==> src/rtl/bbox_msg_pkg.sv <==
// Shared definitions for the bounding-box message reader: register map, message
// framing constants, FSM state encoding and the coordinate type.
package bbox_msg_pkg;

   localparam logic [2:0]  ADDR_STATUS = 3'd0;
   localparam logic [2:0]  ADDR_MSG    = 3'd1;
   localparam logic [2:0]  ADDR_ID     = 3'd2;
   localparam logic [2:0]  ADDR_BBCOL  = 3'd3;

   localparam logic [31:0] MSG_ID_DEFAULT = 32'h00524242;
   localparam logic [31:0] FLUSH_CMD      = 32'h0000_0010;
   localparam logic [7:0]  MSG_WORDS      = 8'd3;

   // usedw field of the status word and the two coordinate fields of a message word
   localparam int STAT_WORDS_LSB = 8;
   localparam int STAT_WORDS_MSB = 15;
   localparam int COORD_HI_LSB   = 16;
   localparam int COORD_HI_MSB   = 26;
   localparam int COORD_LO_MSB   = 10;

   typedef logic [10:0] coord_t;

   typedef enum logic [3:0] {
      IDLE,
      RD_STAT,
      WT_STAT,
      RD_ID,
      WT_ID,
      RD_TL,
      WT_TL,
      RD_BR,
      WT_BR,
      UPD,
      ERR
   } state_t;

endpackage

==> src/rtl/mm_read_pulse.sv <==
// Single-beat Avalon-MM read helper: one strobe cycle, data returned with done
// on the following cycle. A strobe can never follow another strobe directly.
module mm_read_pulse
   import bbox_msg_pkg::*;
(
   input  logic        clk,
   input  logic        reset_n,
   input  logic        start_i,
   input  logic [2:0]  addr_i,
   output logic        m_read_o,
   output logic [2:0]  m_address_o,
   input  logic [31:0] m_readdata_i,
   output logic [31:0] data_o,
   output logic        done_o
);

   logic pend_q;

   assign m_read_o    = start_i & ~pend_q;
   assign m_address_o = m_read_o ? addr_i : ADDR_STATUS;
   assign done_o      = pend_q;
   assign data_o      = m_readdata_i;

   always_ff @(posedge clk or negedge reset_n) begin
      if (!reset_n) begin
         pend_q <= 1'b0;
      end else begin
         pend_q <= m_read_o;
      end
   end

endmodule

==> src/rtl/bbox_msg_reader.sv <==
// Avalon-MM master that polls the image processor's bounding-box FIFO and presents
// each RBB message as registered box edges. Build option: BBOX_MSG_READER_FLUSH_EN.
module bbox_msg_reader
   import bbox_msg_pkg::*;
#(
   parameter int          POLL_INTERVAL = 1024,
   parameter logic [31:0] MSG_ID        = MSG_ID_DEFAULT,
   parameter int          CNT_W         = 16
) (
   input  logic             clk,
   input  logic             reset_n,
   output logic             m_chipselect,
   output logic             m_read,
   output logic             m_write,
   output logic [2:0]       m_address,
   output logic [31:0]      m_writedata,
   input  logic [31:0]      m_readdata,
   input  logic             enable,
   output logic             box_valid,
   output logic             box_empty,
   output logic [10:0]      box_left,
   output logic [10:0]      box_top,
   output logic [10:0]      box_right,
   output logic [10:0]      box_bottom,
   output logic [10:0]      box_mid_x,
   output logic [10:0]      box_mid_y,
   output logic [CNT_W-1:0] msg_count,
   output logic [7:0]       err_count
);

   localparam int               TMR_W      = (POLL_INTERVAL > 1) ? $clog2(POLL_INTERVAL) : 1;
   localparam logic [TMR_W-1:0] TMR_RELOAD = TMR_W'(POLL_INTERVAL - 1);

   // Sum is 12 bits wide so right edges near 2047 do not wrap before halving.
   function automatic coord_t coord_mid(input coord_t a, input coord_t b);
      logic [11:0] sum;
      sum = {1'b0, a} + {1'b0, b};
      return sum[11:1];
   endfunction

   state_t           state_q, state_d;
   logic [TMR_W-1:0] tmr_q, tmr_d;
   logic [7:0]       words_q, words_d;
   logic             rd_start, rd_done;
   logic [2:0]       rd_addr;
   logic [31:0]      rd_data;
   logic             upd, err_inc;

   coord_t cap_l_q, cap_t_q, cap_r_q, cap_b_q;
   coord_t left_q, top_q, right_q, bottom_q, mid_x_q, mid_y_q;
   logic             empty_q, valid_q;
   logic [CNT_W-1:0] msg_cnt_q;
   logic [7:0]       err_cnt_q;

   mm_read_pulse u_rd (
      .clk          (clk),
      .reset_n      (reset_n),
      .start_i      (rd_start),
      .addr_i       (rd_addr),
      .m_read_o     (m_read),
      .m_address_o  (m_address),
      .m_readdata_i (m_readdata),
      .data_o       (rd_data),
      .done_o       (rd_done)
   );

   always_comb begin
      state_d  = state_q;
      tmr_d    = tmr_q;
      words_d  = words_q;
      rd_start = 1'b0;
      rd_addr  = ADDR_STATUS;
      upd      = 1'b0;
      err_inc  = 1'b0;
      case (state_q)
         IDLE: begin
            if (tmr_q != '0)   tmr_d   = tmr_q - 1'b1;
            else if (enable)   state_d = RD_STAT;
         end
         RD_STAT: begin
            rd_start = 1'b1;
            rd_addr  = ADDR_STATUS;
            state_d  = WT_STAT;
         end
         WT_STAT: if (rd_done) begin
            words_d = rd_data[STAT_WORDS_MSB:STAT_WORDS_LSB];
            if (rd_data[STAT_WORDS_MSB:STAT_WORDS_LSB] >= MSG_WORDS) begin
               state_d = RD_ID;
            end else begin
               tmr_d   = TMR_RELOAD;
               state_d = IDLE;
            end
         end
         RD_ID: begin
            rd_start = 1'b1;
            rd_addr  = ADDR_MSG;
            state_d  = WT_ID;
         end
         WT_ID: if (rd_done) begin
            if (rd_data == MSG_ID) begin
               state_d = RD_TL;
            end else begin
               err_inc = 1'b1;
               state_d = ERR;
            end
         end
         RD_TL: begin
            rd_start = 1'b1;
            rd_addr  = ADDR_MSG;
            state_d  = WT_TL;
         end
         WT_TL: if (rd_done) state_d = RD_BR;
         RD_BR: begin
            rd_start = 1'b1;
            rd_addr  = ADDR_MSG;
            state_d  = WT_BR;
         end
         WT_BR: if (rd_done) state_d = UPD;
         UPD: begin
            upd = 1'b1;
            if (((words_q - MSG_WORDS) >= MSG_WORDS) && enable) begin
               state_d = RD_STAT;
            end else begin
               tmr_d   = TMR_RELOAD;
               state_d = IDLE;
            end
         end
         ERR: begin
`ifdef BBOX_MSG_READER_FLUSH_EN
            tmr_d   = TMR_RELOAD;
            state_d = IDLE;
`else
            // Bad word already popped; the next word is tried as an ID.
            state_d = RD_STAT;
`endif
         end
         default: state_d = IDLE;
      endcase
   end

   always_ff @(posedge clk or negedge reset_n) begin
      if (!reset_n) begin
         state_q   <= IDLE;
         tmr_q     <= TMR_RELOAD;
         words_q   <= '0;
         left_q    <= '0;
         top_q     <= '0;
         right_q   <= '0;
         bottom_q  <= '0;
         mid_x_q   <= '0;
         mid_y_q   <= '0;
         empty_q   <= 1'b0;
         valid_q   <= 1'b0;
         msg_cnt_q <= '0;
         err_cnt_q <= '0;
      end else begin
         state_q <= state_d;
         tmr_q   <= tmr_d;
         words_q <= words_d;
         valid_q <= upd;
         if (upd) begin
            left_q    <= cap_l_q;
            top_q     <= cap_t_q;
            right_q   <= cap_r_q;
            bottom_q  <= cap_b_q;
            mid_x_q   <= coord_mid(cap_l_q, cap_r_q);
            mid_y_q   <= coord_mid(cap_t_q, cap_b_q);
            empty_q   <= (cap_l_q > cap_r_q) || (cap_t_q > cap_b_q);
            msg_cnt_q <= msg_cnt_q + 1'b1;
         end
         if (err_inc && (err_cnt_q != 8'hFF)) err_cnt_q <= err_cnt_q + 1'b1;
      end
   end

   // Staging for a message in flight; only UPD copies it to the outputs.
   always_ff @(posedge clk) begin
      if (state_q == WT_TL && rd_done) begin
         cap_l_q <= rd_data[COORD_HI_MSB:COORD_HI_LSB];
         cap_t_q <= rd_data[COORD_LO_MSB:0];
      end
      if (state_q == WT_BR && rd_done) begin
         cap_r_q <= rd_data[COORD_HI_MSB:COORD_HI_LSB];
         cap_b_q <= rd_data[COORD_LO_MSB:0];
      end
   end

`ifdef BBOX_MSG_READER_FLUSH_EN
   assign m_write     = (state_q == ERR);
   assign m_writedata = m_write ? FLUSH_CMD : '0;
`else
   assign m_write     = 1'b0;
   assign m_writedata = '0;
`endif

   assign m_chipselect = m_read | m_write;
   assign box_valid    = valid_q;
   assign box_empty    = empty_q;
   assign box_left     = left_q;
   assign box_top      = top_q;
   assign box_right    = right_q;
   assign box_bottom   = bottom_q;
   assign box_mid_x    = mid_x_q;
   assign box_mid_y    = mid_y_q;
   assign msg_count    = msg_cnt_q;
   assign err_count    = err_cnt_q;

endmodule
==> config.mk <==
export PLATFORM = sky130hd
export DESIGN_NAME = bbox_msg_reader
export DESIGN_NICKNAME = d
export VERILOG_FILES = /design/src/rtl/bbox_msg_pkg.sv /design/src/rtl/mm_read_pulse.sv /design/src/rtl/bbox_msg_reader.sv
export SDC_FILE = /design/constraint.sdc
export NUM_CORES = 1
export LEC_CHECK = 0
export ABC_AREA = 1
export BUFFER_PORTS_ARGS = -buffer_cell sky130_fd_sc_hd__buf_2
export CAP_MARGIN = 15
export CORE_MARGIN = 5
export CORE_UTILIZATION = 50
export DETAILED_ROUTE_END_ITERATION = 12
export GPL_TIMING_DRIVEN = 0
export PLACE_DENSITY = 0.78
export SLEW_MARGIN = 15
export SYNTH_ARGS = -nofsm -noshare
export SYNTH_HDL_FRONTEND = slang
export SYNTH_SLANG_ARGS = --single-unit
==> constraint.sdc <==
create_clock -name clk -period 2.5 [get_ports clk]
set_clock_uncertainty 0.1 [all_clocks]
set_input_delay 0.25 -clock clk [delete_from_list [all_inputs] [get_ports clk]]
set_output_delay 0.25 -clock clk [all_outputs]
set_load 0.02 [all_outputs]
==> summary.txt <==
Yosys
  – Synthesized area: roughly 9000 sq um
  – Synth cell types: a little over 40
  – Dominant cell type by area after synthesis: dfrtp_1
  – Cells after Synth: ~1100
  – Synth top area share: 0.293
  – Yosys reg bits: around 160
  – Synth Area per Inst: between 8 and 9 sq um
  – Warnings, synthesis: 0
  – Synth top area cells: dfrtp_1 29%, nand2_1 15%, edfxtp_1 15%, ha_1 6.6%, inv_1 6.2%
  – Seq/Total Area, Yosys: 0.470

Power and ir drop
  – Gate power share: 0.335
  – Sw frac: 0.379
  – Seq pwr share: 0.386
  – VDD IR max: approximately 590 uV
  – Lkg Pwr: 5.94 nW
  – NetSw: roughly 3.7 mW
  – Power share of the clock group: 0.279
  – PD cells: between 900 and 1000 nW/um^2
  – Pint: a little over 6 mW

Placement
  – IO Port Bufs: 129
  – Setup WS pre-CTS: a little over 0.5 ns
  – DP Wirelength: ~17000 microns
  – Post-DP Area: between 10000 and 15000 sq um
  – RePlAce Congestion: 0.916

STA
  – Part of the cycle the worst path needs: 0.885
  – Final Worst Setup Slack: 0.287 ns
  – Total negative slack: 0 ns
  – Final Hold Viols: 0
  – Max Freq: roughly 450 MHz
  – RSZ-0062 raised after global routing: false
  – Final Max Slew Viols: 0
  – Rel. slew slack: 0.499
  – Crit path time final: around 2.2 ns
  – Final setup vio count: 0
  – Worst-Margin Slew: ~0.75 ns

Worst setup path
  – Worst EP arrival: 1.86 ns
  – Top Family by Delay on Critical Path: compound AO/OA/AOI/OAI gates
  – Max incr delay on CP: between 0.5 and 0.6 ns
  – Kind of critical path: flip-flop to output port
  – Worst path cell trace: inv_2 > a2111oi_0 > buf_2
  – CP max FO: 6
  – Buf/Inv on CP: 2
  – CP max-delay cell: a2111oi_0
  – CP endpoint kind: output port
  – CP startpoint kind: flip-flop
  – CP required: around 2.2 ns

Clock network
  – Root Buffer: clkbuf_16
  – Clk sinks: approximately 160
  – Clock Path Buffers: 2
  – Reg clk slew, reported paths: roughly 0.060 ns
  – H-tree depth: 4
  – Clock Latency Late Sink: around 0.43 ns
  – Num CTS Buffers: 17
  – TritonCTS clock tree: yes

Cells and area
  – Syn-to-layout area delta: 22.0%
  – Final design area excluding fillers: between 10000 and 15000 sq um
  – FF+latch area: 4210 sq um
  – Filler Cell Count: around 1500
  – Final nets: 1390
  – Layout cells sized above 1: 0.205
  – Post-Route Utilization: 0.615
  – Area of the multi-input gates: between 3000 and 4000 sq um
  – N_diodes: 0

Detailed routing
  – Initial drt markers: approximately 520
  – Number of detailed-route iterations in the first pass: 8
  – Via count: roughly 7600
  – Via/cell ratio: around 5
  – Final wirelength: ~22000 microns
  – DR WL/cell: roughly 14 microns
  – Antenna Nets Post-Route: 0
  – Remaining DRCs: 0

GRT
  – Largest net degree at the start of global routing: between 70 and 80
  – Initial antenna violation count: 0
  – Total track usage: 0.219
  – First-pass GRT wire length: approximately 36000 microns
  – Vias in the first global route: 7276
  – Congestion Overflow GR: 0

Floorplanning
  – Num ports: roughly 170
  – Core box area: between 15000 and 20000 sq um
  – Die ar.: 20700 sq um
  – Initial Util: 0.504
  – Die W: roughly 140 microns
  – Die H: 144 microns
  – Row count: between 40 and 50

Run
  – Max Cap Violations: 0

Min path
  – Hold WC Path Type: input pin to flip-flop

Outcome
  – Status: complete, no violations
-- final timing paths --
path	startpoint	to	slack [ns]	cells after the start
max reg2reg	cap_b_q[0]$_DFFE_PP_	box_mid_y[7]$_DFFE_PN0P_	0.46	11
min reg2reg	tmr_q[1]$_DFFE_PN1P_	tmr_q[1]$_DFFE_PN1P_	0.36	2
min	m_readdata[13]	words_q[5]$_DFFE_PN0P_	0.01	3
min in group asynchronous	reset_n	box_mid_x[4]$_DFFE_PN0P_	0.21	2
max	state_q[0]$_DFFE_PN0P_	m_address[0]	0.29	3
max in group asynchronous	reset_n	tmr_q[5]$_DFFE_PN1P_	1.34	3
-- worst reg2reg max path, delay by kind of cell, from the launching register on --
family,cells,cell delay [ns]
fa+ha+maj,2,0.65
simple gates,6,0.54
buf+inv,2,0.19
flops,1,0.39
compound gates,1,0.06
-- power groups by stage --
stage	Combinational (mW)	Sequential, mW	Clock, mW
2_1_floorplan	1.83	4.27	0
6_report	3.30	3.81	2.75
3_5_place_dp	3.30	3.84	0
5_1_grt	3.71	3.89	2.89
4_1_cts	3.34	3.80	2.78
3_3_place_gp	3.19	3.83	0
-- layer usage --
metal | routed length [microns] | GRT usage | part of all wire
met5 | 0 | 0 | 0
met4 | 770 | 0.0951 | 0.035
met3 | 1340 | 0.0419 | 0.060
met2 | 10600 | 0.354 | 0.48
met1 | 9440 | 0.288 | 0.43
-- cell type report --
class | count | area share
inverters | 155 | 0.0532
plain buffers | 55 | 0.0348
multi-input cells | 764 | 0.359
clock inverters | 15 | 0.0177
clock buffers | 17 | 0.0389
flip-flops and latches | 159 | 0.385
well taps | 229 | 0.0262
repair buffers | 154 | 0.0846
-- cell usage in the layout (no fill, tap or decap), types with 35 or more instances in the layout --
master    synthesis  layout
nand3_1          46      46
conb_1            1      35
o21ai_0          61      61
buf_2            13     141
buf_4            38      38
edfxtp_1         44      44
nand2_1         364     364
nor2_1           85      83
dfrtp_1         105     105
inv_1           147     147
ha_1             47      47
-- flip-flops by register name, indices dropped and copies added (netlist names), 11 cells and up --
name        count
box_bottom     11
cap_l_q        11
cap_t_q        11
msg_count      16
box_top        11
cap_r_q        11
cap_b_q        11
box_mid_x      11
box_left       11
box_right      11
box_mid_y      11
-- synth_stat cells (all sizes together) --
cell and n:
a31oi 5, clkbuf 2, and3 2, xnor2 8, dfrtp 105, ha 47
nand3 58, a211oi 1, buf 53, or2 1, nor2 93, o21ai 68
clkinv 1, edfxtp 44, fa 2, a21o 2, nand4 15, a2111oi 1
o21bai 4, a21oi 19, conb 1, mux2 2, xor2 15, dfstp 10
nand2 371, nand3b 4, inv 154, nor3 11
-- what timing repair did --
item,4_1_cts,5_1_grt
hold buffers,23,0
setup buffers,0,0
gates resized for setup,0,0
hold endpoints to repair,89,0
-- kinds of logic (layout without fill, tap and decap cells) --
logic type,count (synthesis),in the layout,synth area share
compound gates,100,100,0.0597
xor+xnor,23,23,0.0225
fa+ha+maj,49,49,0.0701
buf+inv,210,396,0.107
flops,159,159,0.470
mux,2,2,0.00251
other cells,1,35,0.000418
simple gates,555,555,0.268
-- stage by stage --
| stage | cells | hold WS [ns] | power (mW) |
|---|---|---|---|
| after detailed placement | 1493 | 0.112 | 7.13 |
| after CTS | 1548 | 0.00377 | 9.92 |
| final | 1548 | 0.0104 | 9.86 |
| after global routing | 1548 | 0.0225 | 10.5 |
| after floorplan | 1133 | -0.146 | 6.10 |
| after global placement | 1491 | 0.350 | 7.02 |
Power figures use the tool's default switching activity.
